<file path="src/rtl/lsu_pkg.sv">
// Shared types and constants for the d16 load/store unit.
package lsu_pkg;
  localparam int LSU_ADDR_W = 16;
  localparam int DATA_W     = 16;

  typedef enum logic [1:0] {IDLE, ISSUE, DATA, RESP} state_t;
endpackage

</file>
<file path="src/rtl/lsu_rdata_fmt.sv">
// Load data formatting: byte reads arrive in the low lane and are zero- or
// sign-extended to a full word; word reads pass through.
module lsu_rdata_fmt
  import lsu_pkg::*;
(
  input  logic [DATA_W-1:0] rdata,
  input  logic              byte_acc,
  input  logic              sign_ext,
  output logic [DATA_W-1:0] fmt_data
);
  logic signed [7:0]        byte_s;
  logic signed [DATA_W-1:0] byte_sx;

  always_comb begin
    byte_s  = rdata[7:0];
    byte_sx = sign_ext ? DATA_W'(byte_s) : DATA_W'({1'b0, rdata[7:0]});
    fmt_data = byte_acc ? byte_sx : rdata;
  end
endmodule

</file>
<file path="src/rtl/lsu.sv">
// Load/store unit: one byte-addressed request at a time onto the word-addressed
// d16 memory port. Define LSU_ALIGN_CHECK_EN to fault misaligned word accesses.
module lsu
  import lsu_pkg::*;
#(
  parameter int ADDR_W = LSU_ADDR_W
) (
  input  logic              clk,
  input  logic              rst,
  input  logic              req_valid,
  output logic              req_ready,
  input  logic              req_write,
  input  logic              req_byte,
  input  logic              req_signed,
  input  logic [ADDR_W-1:0] req_addr,
  input  logic [DATA_W-1:0] req_wdata,
  output logic              resp_valid,
  input  logic              resp_ready,
  output logic [DATA_W-1:0] resp_rdata,
  output logic              resp_fault,
  output logic              mem_en,
  output logic              mem_write_enable,
  output logic              mem_byte_enable,
  output logic              mem_byte_select,
  output logic [ADDR_W-1:0] mem_addr,
  output logic [DATA_W-1:0] mem_wdata,
  input  logic [DATA_W-1:0] mem_rdata,
  input  logic              mem_wait
);
  state_t            state, state_next;
  logic              sign_q, sign_next;
  logic              mem_en_next, mem_we_next, mem_be_next, mem_bs_next;
  logic [ADDR_W-1:0] mem_addr_next;
  logic [DATA_W-1:0] mem_wdata_next;
  logic              resp_valid_next, resp_fault_next;
  logic [DATA_W-1:0] resp_rdata_next;
  logic [DATA_W-1:0] fmt_data;
  logic              misaligned;

`ifdef LSU_ALIGN_CHECK_EN
  assign misaligned = ~req_byte & req_addr[0];
`else
  assign misaligned = 1'b0;
`endif

  lsu_rdata_fmt u_fmt (
    .rdata    (mem_rdata),
    .byte_acc (mem_byte_enable),
    .sign_ext (sign_q),
    .fmt_data (fmt_data)
  );

  assign req_ready = (state == IDLE);

  always_comb begin
    state_next      = state;
    sign_next       = sign_q;
    mem_en_next     = mem_en;
    mem_we_next     = mem_write_enable;
    mem_be_next     = mem_byte_enable;
    mem_bs_next     = mem_byte_select;
    mem_addr_next   = mem_addr;
    mem_wdata_next  = mem_wdata;
    resp_valid_next = resp_valid;
    resp_fault_next = resp_fault;
    resp_rdata_next = resp_rdata;
    case (state)
      IDLE: begin
        if (req_valid) begin
          sign_next      = req_signed;
          mem_we_next    = req_write;
          mem_be_next    = req_byte;
          mem_bs_next    = req_addr[0];
          mem_addr_next  = {1'b0, req_addr[ADDR_W-1:1]};
          mem_wdata_next = req_wdata;
          if (misaligned) begin
            state_next      = RESP;
            resp_valid_next = 1'b1;
            resp_fault_next = 1'b1;
            resp_rdata_next = '0;
          end else begin
            state_next  = ISSUE;
            mem_en_next = 1'b1;
          end
        end
      end
      ISSUE: begin
        if (!mem_wait) begin
          mem_en_next = 1'b0;
          if (mem_write_enable) begin
            state_next      = RESP;
            resp_valid_next = 1'b1;
            resp_fault_next = 1'b0;
            resp_rdata_next = '0;
          end else begin
            state_next = DATA;
          end
        end
      end
      DATA: begin
        if (!mem_wait) begin
          state_next      = RESP;
          resp_valid_next = 1'b1;
          resp_fault_next = 1'b0;
          resp_rdata_next = fmt_data;
        end
      end
      RESP: begin
        if (resp_ready) begin
          state_next      = IDLE;
          resp_valid_next = 1'b0;
        end
      end
      default: state_next = IDLE;
    endcase
  end

  // Every output except req_ready is registered; reset clears the data side too.
  always_ff @(posedge clk) begin
    if (rst) begin
      state            <= IDLE;
      sign_q           <= 1'b0;
      mem_en           <= 1'b0;
      mem_write_enable <= 1'b0;
      mem_byte_enable  <= 1'b0;
      mem_byte_select  <= 1'b0;
      mem_addr         <= '0;
      mem_wdata        <= '0;
      resp_valid       <= 1'b0;
      resp_fault       <= 1'b0;
      resp_rdata       <= '0;
    end else begin
      state            <= state_next;
      sign_q           <= sign_next;
      mem_en           <= mem_en_next;
      mem_write_enable <= mem_we_next;
      mem_byte_enable  <= mem_be_next;
      mem_byte_select  <= mem_bs_next;
      mem_addr         <= mem_addr_next;
      mem_wdata        <= mem_wdata_next;
      resp_valid       <= resp_valid_next;
      resp_fault       <= resp_fault_next;
      resp_rdata       <= resp_rdata_next;
    end
  end
endmodule
</file>
<file path="config.mk">
export PLATFORM = sky130hd
export DESIGN_NAME = lsu
export DESIGN_NICKNAME = d
export VERILOG_FILES = /design/src/rtl/lsu_pkg.sv /design/src/rtl/lsu_rdata_fmt.sv /design/src/rtl/lsu.sv
export SDC_FILE = /design/constraint.sdc
export NUM_CORES = 1
export LEC_CHECK = 0
export CAP_MARGIN = 20
export CORE_MARGIN = 5
export CORE_UTILIZATION = 36
export DETAILED_ROUTE_END_ITERATION = 8
export PLACE_DENSITY = 0.77
export SYNTH_ARGS = -nofsm -noshare
export SYNTH_HDL_FRONTEND = slang
export SYNTH_HIERARCHICAL = 1
export SYNTH_SLANG_ARGS = --single-unit
</file>
<file path="constraint.sdc">
create_clock -name clk -period 1.7 [get_ports clk]
set_input_delay 0.255 -clock clk [delete_from_list [all_inputs] [get_ports clk]]
set_output_delay 0.255 -clock clk [all_outputs]
set_load 0.01 [all_outputs]
</file>
* Word-level counts from Yosys, hierarchy flattened
Cells that the tools add are included.
** Word-level totals
- Register bits after elaboration :: 56
- Bits of input ports :: 56
- Output and inout bits :: 55
- Logic and storage cells :: 51
** Cells by class
- Equality and inequality tests :: 8
- Muxes and demuxes :: 23
- Bitwise gates (word level) :: 1
- Reduce and logical (&&, ||, !) cells :: 8
** Operators by type and width (count)
- 2-to-1 mux 16 bit :: 5
- one-hot mux 16 bit (2 select lines) :: 1
- inequality test 2 bit, second input constant :: 5
- 2-to-1 mux 1 bit :: 9
- 2-to-1 mux 2 bit :: 4
- one-hot mux 2 bit (4 select lines) :: 1
- AND reduction 4 bit :: 2
- AND reduction 5 bit :: 1
- == test 2 bit, second input constant :: 2
- one-hot mux 1 bit (2 select lines) :: 2
- nonzero test 2 bit :: 2
- one-hot mux 1 bit (3 select lines) :: 1
- AND reduction 3 bit :: 1
- == test 2 x 1 -> 1 bit, second input constant :: 1
- zero test 2 bit :: 1
- AND reduction 2 bit :: 1
- NOT 1 bit :: 1

* Depth between registers and ports, before layout
- Word-level depth :: 4
- Gate-level depth with buffers :: 8
- Mapped depth without buffers :: 6

* Hierarchy
Netlist, hierarchy kept.
** Modules (own cells, without submodules)
- lsu :: times used 1, cells an instance 246, area each 2162.1 um^2, seq. area each 1101.1 um^2
- lsu_rdata_fmt :: times used 1, cells an instance 25, area each 140.1 um^2, seq. area each 0.0 um^2

* Worst setup path after synthesis
Ideal clock, no wire load.
- Path type :: reg2reg
- Start point :: register state[1]
- End point :: register resp_rdata[0]
- Setup time :: 128 ps
- Arrival :: 1436 ps
- Required time :: 1572 ps
- Path slack :: 136 ps
- Stages on the path, launching flop included :: 9
- Buffers on the path :: 2
- Clock period less this slack :: 1564 ps
- Cell sequence :: dfxtp_1 inv_1 ha_1 mux2i_1 or2_1 buf_6 buf_12 a22oi_2 nor2_1
** On the way
- Longest elaborated chain between the ends :: 3
- Elaborated cells on any way between the ends :: 8
- Those cells by class :: eq/ne (5); mux (1); reduce/logical (2)
** RTL lines
- start, declared :: RTL line lsu.sv:30 : state_t state, state_next;
- start signal, assigned :: RTL line lsu.sv:133 : state <= state_next;
- == test 2 x 1 -> 1 bit or == test 2 bit (tied branches) :: RTL line lsu.sv:67 : case (state)
- inequality test 2 bit (no source line) or nonzero test 2 bit (tied branches)
- AND reduction 4 bit (no source line)
- end signal, assigned :: RTL line lsu.sv:143 : resp_rdata <= resp_rdata_next;
- end, declared :: RTL line lsu.sv:19 : output logic [DATA_W-1:0] resp_rdata,
Several ways; a longest one is shown, not always the timed one.
A chain may end at the register's enable or synchronous reset.

* Final worst setup path
- Start point :: register state[1]
- End point :: output req_ready
** On the way
- Longest elaborated chain between the ends :: 1
** RTL lines
- zero test 2 bit :: RTL line lsu.sv:53 : assign req_ready = (state == IDLE);
- end, declared :: RTL line lsu.sv:11 : output logic req_ready,
Every way passes these cells.

==> qor.yml <==
worst_r2r_endpoint: "state[0]"
synthFlopType: "dfxtp_1"
dieArea_sq_mm: 0.00809
cts.path.max_buffers: 2
finalCriticalPeriod_ns: 1.63
die_x_um: 90.0
setup_slack_ns: 0.0674
cp_num_buf_inv: 2
cts-hold-fix-buffers: 0
drc: 0
setup_violations: 0
power_leakage_nw: 1.32
crit_required_ns: 1.44
synth_commonest_cells: "nand2_1 (73), dfxtp_1 (55), a21oi_1 (37), nor2_1 (19), inv_1 (14)"
cp_num_cells: 3
finClkSkew_ns: 0.00509
slowest_delay_ns: 0.34
cp_max_fo: 5
final_cells: 448
ys_types: 29
grtUsageTotal_pct: 14.1
dp_hpwl_um: 4380
holdWs_ns: 0.385
maxCapViolCount: 0
async_reset_ff_share_pct: 0
status: "finished clean"
vdd_ir_drop_max_mv: 0.555
first_pass_iters: 4
core-area_sq_mm: 0.00628
fp.dieH_um: 90.0
antenna_cells: 0
worstHoldPathType: "primary input to flip-flop"
grt_pass1_wl_um: 9630
max_freq_ghz: 0.613
r2r_setup_slack_ns: 0.09
clk_latency_ns: 0.30
grt_max_degree: 35
ant_nets: 0
finalMaxSlewViolations: 0
synth_area_sq_mm: 0.00230
path_class: "flip-flop to output port"
setup.worst_path.start: "state[1]"
regToRegStartpoint: "state[0]"
ys_seq_elements: 55
hold_violations: 0
grt-ovfl-total: 0
gp_congestion: 0.761
root_buffer: "clkbuf_8"
start_util_pct: 36.7
drtIter0Drc: 94
reg2reg_depth: 6
rows: 29
wl_per_cell_um: 13.4
cp-start-kind: "flip-flop"
viasPerCell: 4.71
post-route-period-util_pct: 96.0
cts_made_buffers: 5
cp-end-kind: "output port"
synth_edf_count: 0
dp.cells: 440
avgSynthCellArea_sq_um: 8.50
grt_pass1_vias: 2073
critPathCapture: "req_ready"
synthCells: 271
synth_most_common_cell: "nand2_1"
path_clk_slew_ns: 0.09
cts_tree: "built"
power.density_mw_per_mm2: 1150
cts_sinks: 55
critPathTopFamily: "buffers and inverters"
antenna_found_initial: 0
portBuffers: 108
synth_warnings: 6
finalNetCount: 432
area_delta_synth_final_pct: 53.2
vias: 2108
synth_top_cell_by_area: "dfxtp_1"
yosys-top-cells-area: "dfxtp_1 (48%), nand2_1 (12%), a21oi_1 (8.0%)"
worstPathCellList: "inv_1 -> ha_2 -> dlygate4sd2_1"
final_layout_size_suffix_gt1_share_pct: 9.70
yosysSeqAreaShare_pct: 47.8
htree_levels: 2
drt-total-wl_um: 5980
slowest_stage: "dfxtp_2"
synth_top_area_share_pct: 47.8
ios: 111
dp_slack_ns: 0.0470
cp_data_arrival_time_ns: 1.38
==> power by group <==
group          leakage, nW  switching [mW]  total, mW  internal, mW
Combinational        0.831           0.810       1.71         0.898
Clock               0.0412           0.413      0.702         0.289
Sequential           0.450           0.140       1.65          1.51
==> per-layer routing <==
layer | GRT usage, % | up-vias | part of all wire, %
li1 | - | 1074 | -
met1 | 16.5 | 940 | 43
met2 | 22.9 | 85 | 45
met3 | 6.59 | 9 | 10
met4 | 4.47 | 0 | 1.1
met5 | 0 | - | 0
==> worst min path at each step <==
stage | from | endpoint | cells after the start
after global placement | mem_addr[6] | mem_addr[6] | 2
after detailed placement | mem_wdata[9] | mem_wdata[9] | 2
after floorplan | req_signed | sign_q | 2
after CTS | rst | state[1] | 2
after global routing | rst | resp_rdata[10] | 2
final | rst | resp_rdata[9] | 2
==> logic make-up after synthesis <==
| group | synth area share (%) |
|---|---|
| AND/OR/NAND/NOR | 17.4 |
| AO/OA/AOI/OAI | 20.3 |
| flip-flops | 47.8 |
| buffers and inverters | 9.73 |
| adder cells (fa/ha/maj) | 3.26 |
| multiplexers | 1.36 |
| other | 0.163 |
==> worst reg2reg max path, delay by kind of cell (launching register included) <==
kind / cells / cell delay [ns]
buf+inv: 1 / 0.11
compound gates: 4 / 0.71
flops: 1 / 0.41
fa+ha+maj: 1 / 0.26
==> sequential cells by signal, indices dropped and copies added, names as in the netlist <==
name / cells
resp_rdata: 16
sign_q: 1
mem_byte_select: 1
mem_addr: 15
resp_valid: 1
state: 2
mem_en: 1
mem_byte_enable: 1
mem_write_enable: 1
mem_wdata: 16
==> area by class of cell <==
cell class	instances	area, sq um
inverters	14	52.6
repair buffers	117	1190
flip-flops and latches	55	1100
clock inverters	2	12.5
clock buffers	6	72.6
well taps	77	96.3
fillers	575	2750
multi-input cells	177	996
==> placed cells by master (no fill, tap or decap) <==
cell type / count
inv_1: 14
dlygate4sd2_1: 1
ha_2: 1
dfxtp_2: 2
clkinvlp_4: 1
dfxtp_1: 53
nor2b_4: 1
ha_4: 1
o221ai_1: 1
clkbuf_8: 5
buf_4: 5
nor3b_4: 1
buf_12: 4
o41ai_1: 1
and2_1: 1
nand3_2: 1
nor2_1: 19
mux2i_1: 2
buf_2: 1
nand2_1: 73
a22oi_1: 7
o22a_2: 1
a22oi_2: 9
o311ai_1: 1
clkinv_2: 1
clkbuf_1: 1
a21oi_1: 37
ha_1: 4
a22oi_4: 1
conb_1: 2
o21ai_0: 10
mux2_2: 1
or2_1: 1
clkdlybuf4s50_1: 106
o32ai_1: 1
==> repair_timing <==
action	4_1_cts	5_1_grt
buffers inserted	0	0
resized for setup	2	5
cloned	0	0
endpoints found under the setup margin	1	18
==> through the flow <==
| step | setup TNS [ns] | instance area (sq um) | power (mW) | utilization (%) |
|---|---|---|---|---|
| final | 0 | 3530 | 4.06 | 56.2 |
| after detailed placement | 0 | 3420 | 3.38 | 54.6 |
| after global routing | -0.00219 | 3530 | 4.34 | 56.2 |
| after global placement | 0 | 3420 | 3.34 | 54.6 |
| after CTS | 0 | 3510 | 4.09 | 55.9 |
| after floorplan | 0 | 2310 | 2.59 | - |
(Power assumes the default switching activity.)
